## src/rtl/controller_fsm_pkg.sv

```systemverilog
// Genius game controller: state codes, default state width and datapath control bundle.
package controller_fsm_pkg;

   localparam int P_STATE_DEF = 3;

   typedef enum logic [2:0] {
      ST_INIT      = 3'd0,
      ST_SETUP     = 3'd1,
      ST_PLAY_FPGA = 3'd2,
      ST_PLAY_USER = 3'd3,
      ST_CHECK     = 3'd4,
      ST_NEXT      = 3'd5,
      ST_RESULT    = 3'd6
   } state_e;

   typedef struct packed {
      logic r1;
      logic r2;
      logic e1;
      logic e2;
      logic e3;
      logic e4;
      logic sel;
   } ctrl_t;

endpackage

```

## src/rtl/controller_fsm_key_pulse.sv

```systemverilog
// ENTER conditioning: optional 2-flop synchronizer (CTRL_SYNC_EN), polarity normalization,
// one-cycle pulse on the inactive->active edge.
module key_pulse #(
   parameter bit p_enter_low = 1'b1
) (
   input  logic CLOCK_50,
   input  logic RESET_N,
   input  logic key_i,
   output logic pulse_o
);

   logic act, settled, prev_q, armed_q;

`ifdef CTRL_SYNC_EN
   logic [1:0] sync_q, fill_q;

   always_ff @(posedge CLOCK_50 or negedge RESET_N) begin
      if (!RESET_N) begin
         sync_q <= {2{p_enter_low}};
         fill_q <= '0;
      end else begin
         sync_q <= {sync_q[0], key_i};
         fill_q <= {fill_q[0], 1'b1};
      end
   end

   assign act     = sync_q[1] ^ p_enter_low;
   assign settled = fill_q[1];
`else
   assign act     = key_i ^ p_enter_low;
   assign settled = 1'b1;
`endif

   // A key already held when reset releases must be seen released before it can fire.
   always_ff @(posedge CLOCK_50 or negedge RESET_N) begin
      if (!RESET_N) begin
         prev_q  <= 1'b0;
         armed_q <= 1'b0;
      end else begin
         prev_q <= act;
         if (settled && !act) armed_q <= 1'b1;
      end
   end

   assign pulse_o = act & ~prev_q & armed_q;

endmodule

```

## src/rtl/controller_fsm.sv

```systemverilog
// Genius game control FSM (Moore). Define CTRL_SYNC_EN to synchronize ENTER inside the block.
module controller_fsm
   import controller_fsm_pkg::*;
#(
   parameter bit p_enter_low = 1'b1,
   parameter int p_state     = P_STATE_DEF
) (
   input  logic               CLOCK_50,
   input  logic               RESET_N,
   input  logic               ENTER,
   input  logic               end_FPGA,
   input  logic               end_User,
   input  logic               end_time,
   input  logic               win,
   input  logic               match,
   output logic               R1,
   output logic               R2,
   output logic               E1,
   output logic               E2,
   output logic               E3,
   output logic               E4,
   output logic               SEL,
   output logic [p_state-1:0] state_o
);

   state_e state_q, state_d;
   ctrl_t  ctrl;
   logic   press;

   key_pulse #(.p_enter_low(p_enter_low)) u_key (
      .CLOCK_50(CLOCK_50),
      .RESET_N (RESET_N),
      .key_i   (ENTER),
      .pulse_o (press)
   );

   always_ff @(posedge CLOCK_50 or negedge RESET_N) begin
      if (!RESET_N) state_q <= ST_INIT;
      else          state_q <= state_d;
   end

   always_comb begin
      state_d = state_q;
      case (state_q)
         ST_INIT:      state_d = ST_SETUP;
         ST_SETUP:     if (press) state_d = ST_PLAY_FPGA;
         ST_PLAY_FPGA: if (end_FPGA) state_d = ST_PLAY_USER;
         ST_PLAY_USER: begin
            if (end_time)   state_d = ST_RESULT;
            else if (press) state_d = ST_CHECK;
         end
         ST_CHECK: begin
            if (!match || win) state_d = ST_RESULT;
            else if (end_User) state_d = ST_NEXT;
            else               state_d = ST_PLAY_USER;
         end
         ST_NEXT:      state_d = ST_PLAY_FPGA;
         ST_RESULT:    if (press) state_d = ST_INIT;
         default:      state_d = ST_INIT;
      endcase
   end

   always_comb begin
      ctrl = '0;
      case (state_q)
         ST_INIT:      begin ctrl.r1 = 1'b1; ctrl.r2 = 1'b1; end
         ST_SETUP:     ctrl.e1 = 1'b1;
         ST_PLAY_FPGA: begin ctrl.e3 = 1'b1; ctrl.r2 = 1'b1; end
         ST_PLAY_USER: ctrl.e2 = 1'b1;
         ST_CHECK:     ctrl.e4 = 1'b1;
         ST_NEXT:      begin ctrl.r2 = 1'b1; ctrl.e4 = 1'b1; end
         ST_RESULT:    ctrl.sel = 1'b1;
         default:      ctrl = '0;
      endcase
   end

   assign R1      = ctrl.r1;
   assign R2      = ctrl.r2;
   assign E1      = ctrl.e1;
   assign E2      = ctrl.e2;
   assign E3      = ctrl.e3;
   assign E4      = ctrl.e4;
   assign SEL     = ctrl.sel;
   assign state_o = p_state'(state_q);

endmodule

```

## config.mk

```make
export PLATFORM = sky130hd
export DESIGN_NAME = controller_fsm
export DESIGN_NICKNAME = d
export VERILOG_FILES = /design/src/rtl/controller_fsm_pkg.sv /design/src/rtl/controller_fsm_key_pulse.sv /design/src/rtl/controller_fsm.sv
export SDC_FILE = /design/constraint.sdc
export NUM_CORES = 1
export LEC_CHECK = 0
export CAP_MARGIN = 10
export CORE_AREA = 3 3 40 42
export CTS_CLUSTER_DIAMETER = 30
export CTS_CLUSTER_SIZE = 10
export DETAILED_ROUTE_END_ITERATION = 8
export DIE_AREA = 0 0 43 45
export GPL_ROUTABILITY_DRIVEN = 0
export GPL_TIMING_DRIVEN = 0
export PLACE_DENSITY = 0.69
export REMOVE_ABC_BUFFERS = 1
export SLEW_MARGIN = 5
export SYNTH_ARGS = -nofsm -noshare
export SYNTH_HDL_FRONTEND = slang
export SYNTH_SLANG_ARGS = --single-unit
```

## constraint.sdc

```tcl
create_clock -name CLOCK_50 -period 1.8 [get_ports CLOCK_50]
set_input_delay 0.18 -clock CLOCK_50 [delete_from_list [all_inputs] [get_ports CLOCK_50]]
set_output_delay 0.18 -clock CLOCK_50 [all_outputs]
set_load 0.01 [all_outputs]
```

# == Yosys cells after proc, flatten, opt, wreduce, memory -nomap -nowiden ==
# Index checks and enable logic that the tools add are counted.
# word_totals
out_inout_bits,10
input_bits,8
register_bits,5
elab_cells,38
# classes
reduce_logical,6
muxes,15
eq_ne,10
n_bitwise,4
# op_table
operator,n
$mux 3,7
$pmux 3 s7,1
$eq 3x3->1 const B,3
$mux 1,7
$eq 3x2->1 const B,2
$ne 2x2->1 const B,3
$reduce_and 4->1,1
$eq 3x1->1 const B,1
$logic_not 3->1,1
$ne 3x3->1 const B,1
$reduce_or 3->1,1
$and 1x1->1,2
$not 1->1,2
$reduce_or 2->1,1
$logic_not 1->1,1
$logic_or 1x1->1,1

# == Longest topological paths before layout ==
# Gate-level depths: netlist of run 1.
# logic_depth
depth_word,6
mapped_depth,5
mapped_depth_nobuf,4

# == Modules after synthesis ==
# Synthesis of run 1 repeated with hierarchy kept, for this count alone.
# unflattened
cells_unflattened,41
hier_area_um2,376.6
# modules_own_cells
module,cells_each,area_per_inst_um2,seq_area_each_um2,instances
controller_fsm,36,309.0,75.1,1
key_pulse,5,67.6,50.0,1

# == Least setup slack after synthesis of run 1 ==
# OpenSTA, ideal clock, no wires.
# synth_path
path_kind,flip-flop to flip-flop
from,"register state_q[0], in the netlist state_o[0]"
to,"register state_q[0], in the netlist state_o[0]"
t_required_ns,1.672
path_buffers,1
synth_period_minus_slack_ns,1.493
stages_incl_launch_ff,5
path_slack_ns,0.307
setup_time_ns,0.128
arrival_ns,1.365
cell_sequence,dfrtp_1 buf_6 nor3_1 a2bb2oi_2 mux2_1
# synth_via
elab_chain_cells,3
word_cells_on_any_way,13
cone_classes,10 x eq/ne; 1 x mux; 2 x reduce/logical
# synth_rtl
item,line,rtl
from (decl),controller_fsm.sv:26,"state_e state_q, state_d;"
from (signal assigned),controller_fsm.sv:39,else state_q <= state_d;
"$eq 3x2->1, or another cell as far along",controller_fsm.sv:44,case (state_q)
$ne 3x3->1 (no source line) or $ne 2x2->1 (tied branches),--,
$reduce_and 4->1 (no source line),--,
# Parallel ways exist; a longest one is shown, timed or not.
# A chain may end at the register's enable or synchronous reset.

# == Worst setup path in the final report of run 1 ==
# layout_path
from,"register state_q[2], in the netlist state_o[2]"
to,output E1
# layout_via
elab_chain_cells,2
# layout_rtl
item,line,rtl
$eq 3x1->1,controller_fsm.sv:65,case (state_q)
$mux 1,controller_fsm.sv:65,
to (decl),controller_fsm.sv:18,"output logic E1,"
# Every way passes these cells.

==> flow_summary.json, run 1 <==
{
  "power_density_nw_per_um2": 1600,
  "placed_area_sq_um": 529,
  "cts_max_level": 1,
  "cp-end-kind": "output pin",
  "vias_per_cell": 4.54,
  "stdcell_area_sq_um": 618,
  "worstMarginPinSlew_ns": 0.591,
  "antenna_found_initial": 0,
  "antenna_left": 0,
  "hold_viol": 0,
  "drtIter0Drc": 7,
  "cts.hold.buffers_added": 0,
  "die_w_um": 43,
  "synthAdderAreaFrac": 0,
  "grt_pass1_vias": 339,
  "power.total_w": 0.000987,
  "start_util": 0.278,
  "wl_um": 893,
  "tns_ns": 0,
  "layout-drive-gt1-share": 0.308,
  "async_flop_share": 1.00,
  "clkTransAtPathRegs_ns": 0.05,
  "die-area_sq_um": 1940,
  "io_buffer_count": 17,
  "fin_nets": 74,
  "ys_seq_area_frac": 0.351,
  "cp-start-kind": "flop",
  "grt_pass1_wl_mm": 1.41,
  "r2r_setup_slack_ns": 0.24,
  "leakage_nw": 0.288,
  "switching_share": 0.385,
  "insertedDiodeCount": 0,
  "ys_warn_count": 0,
  "drt-pass1-iter-count": 4,
  "worst_skew_pair.late_latency_ns": 0.25,
  "synth_xor_area_frac": 0,
  "rsz0062_at_grt": "false",
  "place_hpwl_um": 581,
  "r2r_cells": 3,
  "routedWlPerCell_um": 11.2,
  "path_max_fanout": 6,
  "skew_ns": 0.00336,
  "synth.avg_cell_area_sq_um": 8.91,
  "numCtsBuffers": 3,
  "status": "finished clean",
  "syn_area_sq_um": 357,
  "ctsRootBufferMaster": "clkbuf_4",
  "ys.flop_type": "dfrtp_1",
  "drcViolationCount": 0,
  "ir_drop_mv": 0.641,
  "postSynthCellCount": 40,
  "cts_tree": "yes",
  "worstPathArrival_ns": 1.54,
  "ys_ff_latch": 5,
  "max_cap_viol_count": 0,
  "critPathKind": "flop to output pin",
  "r2r-start": "u_key.prev_q",
  "clockBufferDepth": 2,
  "finalCritPeriodShare": 0.954,
  "drv_slew": 0,
  "clkPwrFrac": 0.138,
  "synth-simple-area-share": 0.298,
  "die_h_um": 45,
  "dr_total_vias": 363,
  "fin_util": 0.481,
  "layout_min_cycle_time_ns": 1.72,
  "timing.rr.end": "state_o[0]",
  "ys_types": 20,
  "max_slew_margin": 0.605,
  "power_switching_w": 0.000380,
  "crit_start": "state_o[2]",
  "num_rows": 13,
  "grt_max_degree": 12,
  "p_int_w": 0.000607,
  "synth-compound-area-share": 0.232,
  "grt_usage": 0.105,
  "synth_top_family_by_area": "simple AND/OR/NAND/NOR gates",
  "synth-edff-count": 0,
  "hold_path.class": "input port to async pin",
  "worstPathRequired_ns": 1.62,
  "ios": 18,
  "p_comb_frac": 0.638,
  "setup_viol": 0,
  "seqPwrFrac": 0.224,
  "clock.fmax_mhz": 583,
  "synthMuxAreaShare": 0.0316,
  "clock-sinks": 5,
  "area_growth_pct": 73.3,
  "grt-ovfl-total": 0,
  "core_area_sq_um": 1280
}
-- synthesized netlist by cell type, types with 2 or more instances --
cell,n,area [sq um]
inv_1,4,15.0
a2bb2oi_2,2,30.0
nand2_1,2,7.51
nor3_1,3,15.0
o21ai_0,6,30.0
dfrtp_1,5,125
nor2b_1,2,12.5
nor2_1,3,11.3
and2_1,2,12.5
-- area by class of cell --
cell class	count	area (sq um)
well taps	15	18.8
clock inverters	1	5.00
inverters	4	15.0
repair buffers	23	220
multi-input cells	29	208
flip-flops and latches	5	129
clock buffers	3	22.5
fillers	132	667
-- routing by layer --
| metal | vias to the layer above | share of wire | global-route usage |
|---|---|---|---|
| met5 | - | 0 | 0 |
| met4 | 0 | 0.031 | 0.127 |
| met3 | 3 | 0.055 | 0.0279 |
| met2 | 15 | 0.46 | 0.138 |
| met1 | 157 | 0.45 | 0.127 |
| li1 | 188 | - | - |
-- worst max-delay path by stage --
stage	endpoint	slack (ns)
6_report	E1	0.08
5_1_grt	SEL	0.007
4_1_cts	R2	0.0008
3_5_place_dp	state_o[0]	-0.01
3_3_place_gp	state_o[0]	0.03
2_1_floorplan	state_o[0]	0.25
-- cells by family (layout without fill, tap and decap cells) --
group	Yosys count	count (layout)
compound gates	11	11
buf+inv	6	31
flops	5	5
mux	1	1
simple gates	17	17
-- power groups by stage --
stage               Clock [W]  Sequential, W  Combinational (W)
floorplan                   0       0.000237           0.000258
CTS                  0.000139       0.000234           0.000570
global route         0.000147       0.000228           0.000683
global placement            0       0.000244           0.000500
detailed placement          0       0.000244           0.000504
finish               0.000136       0.000221           0.000630
-- stage by stage --
stage	instances	worst slack [ns]	hold slack (ns)
after floorplan	38	0.249	-0.116
after global placement	70	0.0263	0.410
after detailed placement	70	-0.0133	0.419
after CTS	76	0.000753	0.149
after global routing	80	0.00737	0.148
final	80	0.0837	0.142
-- critical path: stages (launching register included) --
cell,delay (ns)
dfrtp_2,0.44
nand2b_4,0.17
nor2_1,0.13
clkdlybuf4s50_1,0.55
-- registers in the layout, summed over array words and instances (netlist names) --
| signal | flops |
|---|---|
| u_key.armed_q | 1 |
| state_o | 3 |
| u_key.prev_q | 1 |
-- cells in the final DEF (no fill, tap or decap), drive strengths merged, types with 3 or more instances in the layout --
master and n:
nor2 3, o21ai 6, inv 4, nor2b 3
dfrtp 5, buf 5, dlymetal6s2s 3, nor3 3
clkdlybuf4s50 14, clkbuf 4
-- repair_timing --
item,in CTS,in global routing
endpoints found under the setup margin,3,4
resized for setup,5,3
pin swaps,0,0
hold endpoints to repair,0,0
setup buffers,2,4
Note: power is estimated with default switching activity, not from simulation.
==> inputs of run 2 (changes only) <==
Settings changed: CORE_AREA 3 3 40 42 to 2 2 39 41, DIE_AREA 0 0 43 45 to 0 0 41 43.
==> run 2 against run 1 <==
Effect of this change:
- power fell by 2.5%
- clock power is essentially flat
- critical endpoint is now SEL
- final cell count shrank 1.3%
- routed wire length fell by 5.0%
- critical path depth unchanged
- hold slack worse by 0.0010 ns
==> flow_summary.json, run 2 (synthesized netlist as in run 1, its figures left out) <==
{
  "fill_cells": 131,
  "setup_viol": 0,
  "routedWlPerCell_um": 10.7,
  "r2r_setup_slack_ns": 0.25,
  "cp-end-kind": "output pin",
  "dr_total_vias": 385,
  "largest_reg_flops": 3,
  "drtIter0Drc": 6,
  "fin_util": 0.436,
  "grt-ovfl-total": 0,
  "rsz0062_at_grt": "false",
  "worstPathRequired_ns": 1.62,
  "clock-sinks": 5,
  "clock.fmax_mhz": 584,
  "vias_per_cell": 4.87,
  "path_cells": "nor2b_4, and2_1, clkdlybuf4s50_1",
  "skew_ns": 0.000118,
  "layout-drive-gt1-share": 0.270,
  "numCtsBuffers": 3,
  "wl_um": 848,
  "die_h_um": 43,
  "max_cap_viol_count": 0,
  "finalCritPeriodShare": 0.952,
  "drv_slew": 0,
  "power_density_nw_per_um2": 1600,
  "slowest_stage": "clkdlybuf4s50_1",
  "cts_max_level": 1,
  "fin_nets": 72,
  "grt_pass1_wl_mm": 1.44,
  "insertedDiodeCount": 0,
  "die-area_sq_um": 1760,
  "cts_tree": "yes",
  "start_util": 0.258,
  "power.total_w": 0.000963,
  "ios": 18,
  "clockBufferDepth": 2,
  "antenna_left": 0,
  "ir_drop_mv": 0.764,
  "critPathKind": "flop to output pin",
  "clkTransAtPathRegs_ns": 0.04,
  "core_area_sq_um": 1380,
  "max_slew_margin": 0.591,
  "area_growth_pct": 69.1,
  "status": "finished clean",
  "ctsRootBufferMaster": "clkbuf_4",
  "drt-pass1-iter-count": 4,
  "worstMarginPinSlew_ns": 0.613,
  "leakage_nw": 0.247,
  "worst_slack_ns": 0.0871,
  "cp_num_buf_inv": 1,
  "die_w_um": 41,
  "slowest_delay_ns": 0.52,
  "final_cell_mix": "clkdlybuf4s50_1, o21ai_0, inv_1",
  "seqCellArea_sq_um": 129,
  "hold_path.class": "input port to async pin",
  "grt_pass1_vias": 340,
  "io_buffer_count": 17,
  "cp-start-kind": "flop",
  "layout_min_cycle_time_ns": 1.71,
  "crit_family": "buffers and inverters",
  "drcViolationCount": 0,
  "worst_skew_pair.late_latency_ns": 0.25,
  "path_max_fanout": 9,
  "grt_max_degree": 12,
  "multiInputGateArea_sq_um": 213,
  "antenna_found_initial": 0,
  "layout_commonest_cell": "clkdlybuf4s50_1",
  "grt_usage": 0.128,
  "place_hpwl_um": 572,
  "num_rows": 14,
  "hold_viol": 0,
  "worstPathArrival_ns": 1.53,
  "place_ws_ns": -0.00579
}
==> run 2: cell types whose count changed in the layout (fill, tap and decap cells not counted), sizes merged <==
cell,change
buf,-2
clkdlybuf4s50,+2
dlymetal6s2s,-2
clkbuf,+1
clkinv,-1
==> run 2: what timing repair did <==
| item | 4_1_cts | 5_1_grt |
|---|---|---|
| gates resized for setup | 5 | 2 |
| endpoints found under the setup margin | 3 | 3 |
| hold buffers | 0 | 0 |
| endpoints found under the hold margin | 0 | 0 |
| setup buffers | 3 | 1 |
==> run 2: path summary, 6_finish.rpt <==
check | start | end | cells past startpoint
max in group asynchronous | RESET_N | state_o[1] | 1
worst max-delay path | state_o[2] | SEL | 3
min in group CLOCK_50 | u_key.armed_q | u_key.armed_q | 1
worst max register to register | u_key.prev_q | state_o[0] | 3
worst min register to register | u_key.armed_q | u_key.armed_q | 1
worst min-delay path | RESET_N | u_key.armed_q | 1
==> run 2: metal layers <==
layer | track usage | vias to the layer above | share of wire | routed length, um
met4 | 0.120 | 0 | 0.025 | 21
met5 | 0 | - | 0 | 0
met1 | 0.149 | 181 | 0.42 | 360
met3 | 0.0524 | 3 | 0.060 | 51
met2 | 0.166 | 17 | 0.49 | 416
li1 | - | 184 | - | -
==> run 2: metrics by stage <==
stage,hold WS (ns),setup TNS [ns],cells,cell area [sq um]
3_5_place_dp,0.411,-0.00579,71,531
3_3_place_gp,0.412,0,71,531
5_1_grt,0.153,0,79,603
4_1_cts,0.145,0,78,591
6_report,0.141,0,79,603
2_1_floorplan,-0.116,0,38,340
==> run 2: layout make-up <==
cell class	instances	area share
inverters	4	0.0249
flip-flops and latches	5	0.214
repair buffers	21	0.332
well taps	16	0.0332
clock buffers	4	0.0436
multi-input cells	29	0.353
==> run 2: where the power goes <==
group          total (W)  switching [W]  internal [W]
clock           0.000135      0.0000506     0.0000841
sequential      0.000231      0.0000788      0.000152
combinational   0.000597       0.000238      0.000359
total           0.000963       0.000368      0.000595
